File: config.mk
export PLATFORM = sky130hd
export DESIGN_NAME = ultrasonic_array_ctrl
export DESIGN_NICKNAME = d
export VERILOG_FILES = /design/src/rtl/ultrasonic_array_ctrl.sv
export SDC_FILE = /design/constraint.sdc
export NUM_CORES = 1
export LEC_CHECK = 0
export BUFFER_PORTS_ARGS = -buffer_cell sky130_fd_sc_hd__buf_2
export CAP_MARGIN = 20
export CORE_ASPECT_RATIO = 1.4
export CORE_MARGIN = 2
export CORE_UTILIZATION = 54
export DETAILED_ROUTE_END_ITERATION = 6
export PLACE_DENSITY_LB_ADDON = 0.2
export SKIP_LAST_GASP = 1
export SLEW_MARGIN = 5
export SYNTH_ARGS = -nofsm -noshare
export SYNTH_HDL_FRONTEND = slang
export SYNTH_SLANG_ARGS = --single-unit
File: constraint.sdc
create_clock -name clk -period 5.7 [get_ports clk]
set_input_delay 1.71 -clock clk [delete_from_list [all_inputs] [get_ports clk]]
set_output_delay 1.71 -clock clk [all_outputs]
set_load 0.05 [all_outputs]
File: src/rtl/ultrasonic_array_ctrl.sv
// ultrasonic_array_ctrl: round-robin scan controller for N_CH HC-SR04 sensors.
// Pings one sensor at a time, measures echo width in clk cycles (with a
// timeout and an inter-ping guard gap), and keeps a debounced, hysteretic
// occupancy flag per bay with one-cycle entry/exit pulses.
// Optional build macro: US_TIMEOUT_STATS_EN adds timeout_cnt and stuck outputs.
module ultrasonic_array_ctrl #(
  parameter int N_CH           = 4,
  parameter int CNT_W          = 22,
  parameter int TRIG_CYCLES    = 400,
  parameter int TIMEOUT_CYCLES = 1000000,
  parameter int GAP_CYCLES     = 2400000,
  parameter int ENTRY_TH       = 11664,
  parameter int EXIT_TH        = 23328,
  parameter int DEB            = 3,
  localparam int CH_W          = (N_CH > 1) ? $clog2(N_CH) : 1
) (
  input  logic             clk,
  input  logic             rst,
  input  logic             enable,
  input  logic [N_CH-1:0]  echo,
  output logic [N_CH-1:0]  trig,
  output logic             busy,
  output logic             dist_valid,
  output logic [CH_W-1:0]  dist_ch,
  output logic [CNT_W-1:0] dist_raw,
  output logic             dist_timeout,
  output logic [N_CH-1:0]  occupied,
  output logic [N_CH-1:0]  car_entry,
  output logic [N_CH-1:0]  car_exit
`ifdef US_TIMEOUT_STATS_EN
  ,
  output logic [15:0]      timeout_cnt,
  output logic [N_CH-1:0]  stuck
`endif
);

  localparam int PH_MAX = (TRIG_CYCLES > GAP_CYCLES) ? TRIG_CYCLES : GAP_CYCLES;
  localparam int PH_W   = $clog2(PH_MAX + 1);
  localparam int TMO_W  = $clog2(TIMEOUT_CYCLES + 1);
  localparam int DEB_W  = 4;

  typedef enum logic [2:0] {
    S_IDLE, S_TRIGGER, S_WAIT_ECHO, S_COUNT, S_DONE, S_GAP
  } state_t;

  state_t            state, next_state;
  logic [CH_W-1:0]   ch;
  logic [PH_W-1:0]   ph_cnt;
  logic [TMO_W-1:0]  tmo_cnt;
  logic [CNT_W-1:0]  width;
  logic [N_CH-1:0]   echo_meta, echo_sync;
  logic              echo_s;
  logic              trig_last, gap_last, tmo_hit;

  logic [DEB_W-1:0]  near_cnt [N_CH];
  logic [DEB_W-1:0]  far_cnt  [N_CH];
  logic [DEB_W-1:0]  near_nxt, far_nxt;
  logic              sample_near, sample_far;

  assign echo_s    = echo_sync[ch];
  assign trig_last = (ph_cnt == PH_W'(TRIG_CYCLES - 1));
  assign gap_last  = (ph_cnt == PH_W'(GAP_CYCLES - 1));
  assign tmo_hit   = (tmo_cnt == TMO_W'(TIMEOUT_CYCLES - 1));

  // Two-flop synchroniser on every raw echo input.
  // NOTE: non-blocking assignments so each flop samples the pre-edge value of its source.
  always_ff @(posedge clk or posedge rst) begin
    if (rst) begin
      echo_meta <= '0;
      echo_sync <= '0;
    end else begin
      echo_meta <= echo;
      echo_sync <= echo_meta;
    end
  end

  // FSM state register.
  always_ff @(posedge clk or posedge rst) begin
    if (rst) state <= S_IDLE;
    else     state <= next_state;
  end

  // FSM next-state logic; timeout wins over an echo edge in the same cycle.
  // NOTE: default assignment first so no path leaves next_state unassigned (no latch).
  always_comb begin
    next_state = state;
    case (state)
      S_IDLE:      if (enable) next_state = S_TRIGGER;
      S_TRIGGER:   if (trig_last) next_state = S_WAIT_ECHO;
      S_WAIT_ECHO: if (tmo_hit) next_state = S_DONE;
                   else if (echo_s) next_state = S_COUNT;
      S_COUNT:     if (tmo_hit || !echo_s) next_state = S_DONE;
      S_DONE:      next_state = S_GAP;
      S_GAP:       if (gap_last) next_state = enable ? S_TRIGGER : S_IDLE;
      default:     next_state = S_IDLE;
    endcase
  end

  // FSM outputs decoded from the state register; reset drops trig at once.
  always_comb begin
    trig       = '0;
    busy       = (state != S_IDLE);
    dist_valid = (state == S_DONE);
    if (state == S_TRIGGER) trig[ch] = 1'b1;
  end

  // Phase (trigger/gap), timeout and echo-width counters plus channel pointer.
  always_ff @(posedge clk or posedge rst) begin
    if (rst) begin
      ph_cnt  <= '0;
      tmo_cnt <= '0;
      width   <= '0;
      ch      <= '0;
    end else begin
      if (next_state != state)
        ph_cnt <= '0;
      else if (state == S_TRIGGER || state == S_GAP)
        ph_cnt <= ph_cnt + 1'b1;

      if (state == S_TRIGGER)
        tmo_cnt <= '0;
      else if (state == S_WAIT_ECHO || state == S_COUNT)
        tmo_cnt <= tmo_cnt + 1'b1;

      if (state == S_TRIGGER)
        width <= '0;
      else if (state == S_WAIT_ECHO && echo_s)
        width <= CNT_W'(1);
      else if (state == S_COUNT && echo_s && !(&width))
        width <= width + 1'b1;

      if (state == S_GAP && gap_last)
        ch <= (ch == CH_W'(N_CH - 1)) ? '0 : ch + 1'b1;
    end
  end

  // Capture the measurement result on entry to DONE; held until the next DONE.
  always_ff @(posedge clk or posedge rst) begin
    if (rst) begin
      dist_ch      <= '0;
      dist_raw     <= '0;
      dist_timeout <= 1'b0;
    end else if ((state == S_WAIT_ECHO || state == S_COUNT) && next_state == S_DONE) begin
      dist_ch      <= ch;
      dist_timeout <= tmo_hit;
      dist_raw     <= tmo_hit ? '0 : width;
    end
  end

  // Classify the finished sample and compute saturating debounce counts.
  always_comb begin
    sample_near = !dist_timeout && (dist_raw < CNT_W'(ENTRY_TH));
    sample_far  = dist_timeout || (dist_raw > CNT_W'(EXIT_TH));
    near_nxt    = '0;
    far_nxt     = '0;
    if (sample_near)
      near_nxt = (near_cnt[dist_ch] >= DEB_W'(DEB)) ? DEB_W'(DEB) : near_cnt[dist_ch] + 1'b1;
    if (sample_far)
      far_nxt = (far_cnt[dist_ch] >= DEB_W'(DEB)) ? DEB_W'(DEB) : far_cnt[dist_ch] + 1'b1;
  end

  // Per-channel debounce and occupancy; only the measured channel updates.
  // NOTE: the counter arrays are reset explicitly because occupancy must start clear.
  always_ff @(posedge clk or posedge rst) begin
    if (rst) begin
      occupied  <= '0;
      car_entry <= '0;
      car_exit  <= '0;
      for (int i = 0; i < N_CH; i++) begin
        near_cnt[i] <= '0;
        far_cnt[i]  <= '0;
      end
    end else begin
      car_entry <= '0;
      car_exit  <= '0;
      if (state == S_DONE) begin
        near_cnt[dist_ch] <= near_nxt;
        far_cnt[dist_ch]  <= far_nxt;
        if (near_nxt == DEB_W'(DEB) && !occupied[dist_ch]) begin
          occupied[dist_ch]  <= 1'b1;
          car_entry[dist_ch] <= 1'b1;
        end
        if (far_nxt == DEB_W'(DEB) && occupied[dist_ch]) begin
          occupied[dist_ch] <= 1'b0;
          car_exit[dist_ch] <= 1'b1;
        end
      end
    end
  end

`ifdef US_TIMEOUT_STATS_EN
  logic [2:0] tmo_run [N_CH];

  // Global timeout counter and per-channel stuck detection (4 timeouts in a row).
  always_ff @(posedge clk or posedge rst) begin
    if (rst) begin
      timeout_cnt <= '0;
      stuck       <= '0;
      for (int i = 0; i < N_CH; i++) tmo_run[i] <= '0;
    end else if (state == S_DONE) begin
      if (dist_timeout) begin
        if (timeout_cnt != 16'hFFFF) timeout_cnt <= timeout_cnt + 1'b1;
        if (tmo_run[dist_ch] != 3'd4) tmo_run[dist_ch] <= tmo_run[dist_ch] + 1'b1;
        if (tmo_run[dist_ch] >= 3'd3) stuck[dist_ch] <= 1'b1;
      end else begin
        tmo_run[dist_ch] <= '0;
        stuck[dist_ch]   <= 1'b0;
      end
    end
  end
`endif

endmodule

Word-level counts from Yosys, hierarchy flattened
Index checks and enable logic that the tools add are counted.

Bits in registers: 146. Bits of input ports: 7. Output and inout port bits: 43. Word-level logic and storage cells: 126.

Add/sub/neg operators: 6. Order comparisons: 10. Equality and inequality tests: 13. Mux-type cells: 47. Bitwise operators: 4. Reduce and logical (&&, ||, !) cells: 25.

Operator list (count): 22-bit two-way mux (6); 4-bit two-way mux (17); 22-bit by 1-bit adder with 22-bit output (second input constant) (2); 20-bit two-way mux (2); 16-bit bitwise mux (2); 22-bit equality test (second input constant) (1); 22-bit by 9-bit equality test with 1-bit output (second input constant) (1); 22-bit by 15-bit greater-than comparator with 1-bit output (second input constant) (1); 22-bit by 14-bit < comparator with 1-bit output (second input constant) (1); 22-bit AND reduction (1); 20-bit by 1-bit adder with 20-bit output (second input constant) (1); 20-bit equality test (second input constant) (1); 3-bit two-way mux (6); 3-bit case mux with 6 select lines (1); 4-bit binary-select mux with 2-bit select (2); 1-bit logical AND (11); 3-bit equality test (second input constant) (3); 4-bit by 1-bit adder with 4-bit output (second input constant) (2); 4-bit demux with 2-bit select (1); 4-bit by 2-bit equality test with 1-bit output (second input constant) (2); 4-bit by 2-bit >= comparator with 1-bit output (second input constant) (2); 3-bit by 2-bit equality test with 1-bit output (second input constant) (2); 2-bit by 3-bit < comparator with 1-bit output (second input constant) (2); 3-bit nonzero test (2); 19 further kinds (33).

Logic depth before layout (Yosys ltp)
Depth after elaboration: 13. Mapped depth: 8. Mapped depth without buffers: 7.

Worst setup path before layout
OpenSTA, ideal clock, no wires.

Kind: register to output. Start: register state[0]. End: output dist_valid. Data arrival time: 1.939 ns. Required time: 3.990 ns. Slack: 2.051 ns. Cell stages (with the launch flop): 3. Path buffers: 1. Cells stage by stage: dfrtp_1 -> clkbuf_1 -> nor3_1.

Longest elaborated chain between the ends: 1.

Ends and longest elaborated chain: start, declared (line 46) `state_t state, next_state;`; start signal, assigned (line 80) `else state <= next_state;`; 3-bit equality test (line 103) `dist_valid = (state == S_DONE);`; end, declared (line 23) `output logic dist_valid,`.

No other way between the ends.

Final worst setup path
Start: register state[0]. End: output trig[1].

Longest elaborated chain between the ends: 2.

Ends and longest elaborated chain: 3-bit by 1-bit equality test with 1-bit output (line 104) `if (state == S_TRIGGER) trig[ch] = 1'b1;`; 4-bit two-way mux (line 104); end, declared (line 21) `output logic [N_CH-1:0] trig,`.

No other way between the ends.

==> results.json <==
{
  "initial_standard_cell_utilization_of_the_core": 0.547,
  "slew_headroom": 0.326,
  "cts.clk_slew.worst_paths_ps": 60,
  "min-delay-path-class": "reg -> reg",
  "total_grt_overflow": 0,
  "avgRoutedWirePerCell_microns": 17.4,
  "part_of_the_yosys_area_used_for_sequential_elements": 0.524,
  "power.density_nw_per_um2": 279,
  "reg2reg_depth": 6,
  "clock_tree.buffer_depth": 2,
  "grt_pass1_vias": 5207,
  "detail-route-antenna-nets": 0,
  "cp_class": "reg -> out",
  "vias_per_cell": 6.06,
  "clock_tree_from_tritoncts": "built",
  "htree_num_levels": 4,
  "worstSetupEndpointType": "primary output",
  "finalCriticalPeriod_ps": 3850,
  "ys_seq_elements": 146,
  "syn_inst": 644,
  "grt_first_pass_wirelength_mm": 25.5,
  "setup_ws_ps": 1850,
  "power.share.switching": 0.211,
  "cts.sinks": 146,
  "nets": 704,
  "finish.cell_count_without_fillers": 854,
  "utilization": 0.624,
  "synth_warnings": 0,
  "io-pin-count": 50,
  "numPortBuffers": 49,
  "floorplan.rows": 49,
  "min_delay_path_depth": 0,
  "rsz_0062_raised_after_global_routing": "false",
  "gp_congestion": 0.835,
  "timing.hold.worst.start": "echo_meta[3]",
  "tns_ps": 0,
  "crit_path_max_fanout": 16,
  "cp.required_ps": 3990,
  "grt_max_degree": 116,
  "die_area_sq_um": 13800,
  "clk-insertion-delay-late_ps": 420,
  "achievable_freq_mhz": 260,
  "critical_r2r_launch": "dist_ch[0]",
  "syn-mean-instance-area_sq_um": 10.8,
  "post_synth_num_cell_types": 63,
  "die_x_microns": 100,
  "layout_cells_sized_above_1": 0.181,
  "cts_hold_buf": 0,
  "antenna_found_initial": 0,
  "post_synth_instance_area_sq_um": 6970,
  "seq_power_share": 0.468,
  "drtIter0Drc": 252,
  "worst_clock_skew_ps": 14.6,
  "antennaDiodeCount": 0,
  "final-max-slew-violation-count": 0,
  "drt_pre_antenna_iters": 4,
  "power.combinational.fraction": 0.012,
  "cts_post_setup_buffers_inserted": 0,
  "detailed_route_wl_mm": 14.9,
  "grt.total_usage": 0.228,
  "remaining_drc_errors": 0,
  "outcome": "finished clean",
  "max_cap_violations": 0,
  "synth-async-reset-ratio": 1.00,
  "timing.final.setup_violations": 0,
  "internal_power_mw": 1.75,
  "yosys.area.top_type_share": 0.524,
  "cts_inserted_buffers": 17,
  "cts.repair.resized": 0,
  "detailedPlace.worstSlack_ps": 1980,
  "cell_accounting_for_the_most_synthesized_area": "dfrtp_1",
  "hold_viol": 0,
  "synth_flop_cell": "dfrtp_1",
  "ir_worst_vdd_mv": 0.155,
  "numPlacedInstances": 820,
  "dieHeight_microns": 138,
  "timing.critical_path.arrival_ps": 2140,
  "netlist_top_cells_area": "dfrtp_1, xnor2_1, a22o_1, a21oi_1, mux2_2",
  "vias_after_detailed_routing": 5174,
  "worst_setup_path_start": "state[0]",
  "switchingPower_mw": 0.468,
  "final_min_period_over_clock_period": 0.675,
  "cts_root_buf": "clkbuf_16",
  "core_area_sq_um": 12800,
  "cp-start-kind": "flop",
  "place.detailed.hpwl_mm": 9.99,
  "edff_count_synth": 0,
  "area_delta_synth_final_pct": 14.2,
  "p_leak_nw": 3.60,
  "synth_net_count": 660,
  "clockPowerShare": 0.520,
  "num-fill-cells": 1022,
  "transition_time_of_the_tightest_slew_check_pin_ps": 1010
}
state kept, by name (all words and copies together), names as in the netlist:
name	cells
dist_raw	22
ph_cnt	22
width	22
tmo_cnt	20
far_cnt	16
near_cnt	16
car_entry	4
car_exit	4
echo_meta	4
echo_sync	4
occupied	4
state	3
ch	2
dist_ch	2
dist_timeout	1
final timing paths:
check | slack (ps) | end
max in group asynchronous | 3380 | tmo_cnt[4]
hold / removal | 350 | echo_sync[3]
hold reg to reg | 350 | echo_sync[3]
min in group asynchronous | 1210 | dist_raw[15]
setup / recovery | 1850 | trig[1]
setup reg to reg | 2710 | occupied[1]
logic make-up (layout without fill, tap and decap cells):
group | count (synthesis) | count (layout) | synth area share
AO/OA/AOI/OAI | 114 | 114 | 0.114
XOR/XNOR | 46 | 46 | 0.0578
buffers and inverters | 47 | 104 | 0.0294
AND/OR/NAND/NOR | 256 | 256 | 0.207
flip-flops | 146 | 146 | 0.524
adder cells (fa/ha/maj) | 9 | 9 | 0.0162
multiplexers | 26 | 26 | 0.0512
layout by cell type (no fill, tap or decap), types with 18 or more instances in the layout:
| cell type | count |
|---|---|
| nor4_1 | 18 |
| a22o_1 | 25 |
| nor2_1 | 46 |
| xnor2_1 | 31 |
| and2_1 | 19 |
| nand4_1 | 20 |
| dfrtp_1 | 146 |
| a21oi_1 | 40 |
| nand2_1 | 41 |
| nand3_1 | 27 |
| buf_2 | 50 |
area by class of cell:
class	instances	area, sq um	area share
Clock buffer	19	443	0.0557
Timing Repair Buffer	56	315	0.0396
Multi-Input combinational cell	451	3110	0.391
Clock inverter	13	178	0.0223
Inverter	16	65.1	0.00818
Sequential cell	146	3650	0.459
Tap cell	153	191	0.0241
Yosys cell counts (5+ instances only):
cell / number
and3_1: 11
clkbuf_1: 17
o31ai_1: 5
dfrtp_1: 146
ha_1: 9
xnor2_1: 31
inv_1: 16
o211ai_1: 5
nand2b_1: 5
mux2_2: 17
nor3_1: 12
xor2_1: 15
a21oi_1: 40
nor4_1: 18
nand3_1: 27
nand4_1: 20
or4_1: 7
or2_2: 6
nor2_1: 46
or3_1: 5
o21ai_0: 9
mux4_2: 6
a22o_1: 25
nor4b_1: 6
nor2b_1: 9
buf_2: 10
and2_1: 19
and4_1: 9
nand2_1: 41
metrics by stage:
stage | total power, mW | cell area, sq um | hold slack (ps)
finish | 2.22 | 7960 | 350
global route | 2.30 | 7960 | 350
CTS | 2.24 | 7920 | 349
detailed placement | 1.09 | 7300 | 335
global placement | 1.08 | 7300 | 334
floorplan | 1.08 | 6970 | 331
routing by layer:
layer | track usage | vias to the layer above | wire, microns
met2 | 0.372 | 115 | 7540
li1 | - | 2448 | -
met1 | 0.293 | 2589 | 6500
met3 | 0.0526 | 22 | 515
met4 | 0.0959 | 0 | 325
met5 | 0 | - | 0
critical path, stage by stage (launching register included):
cell     delay (ps)
dfrtp_1         680
nor2b_1         550
and3_1          230
buf_2           260
power groups by stage:
| stage | registers (mW) | clock network [mW] | logic (mW) |
|---|---|---|---|
| floorplan | 1.06 | 0 | 0.0170 |
| global placement | 1.06 | 0 | 0.0256 |
| detailed placement | 1.06 | 0 | 0.0263 |
| CTS | 1.04 | 1.17 | 0.0266 |
| global route | 1.04 | 1.23 | 0.0320 |
| finish | 1.04 | 1.15 | 0.0271 |
Note: power is estimated with default switching activity, not from simulation.
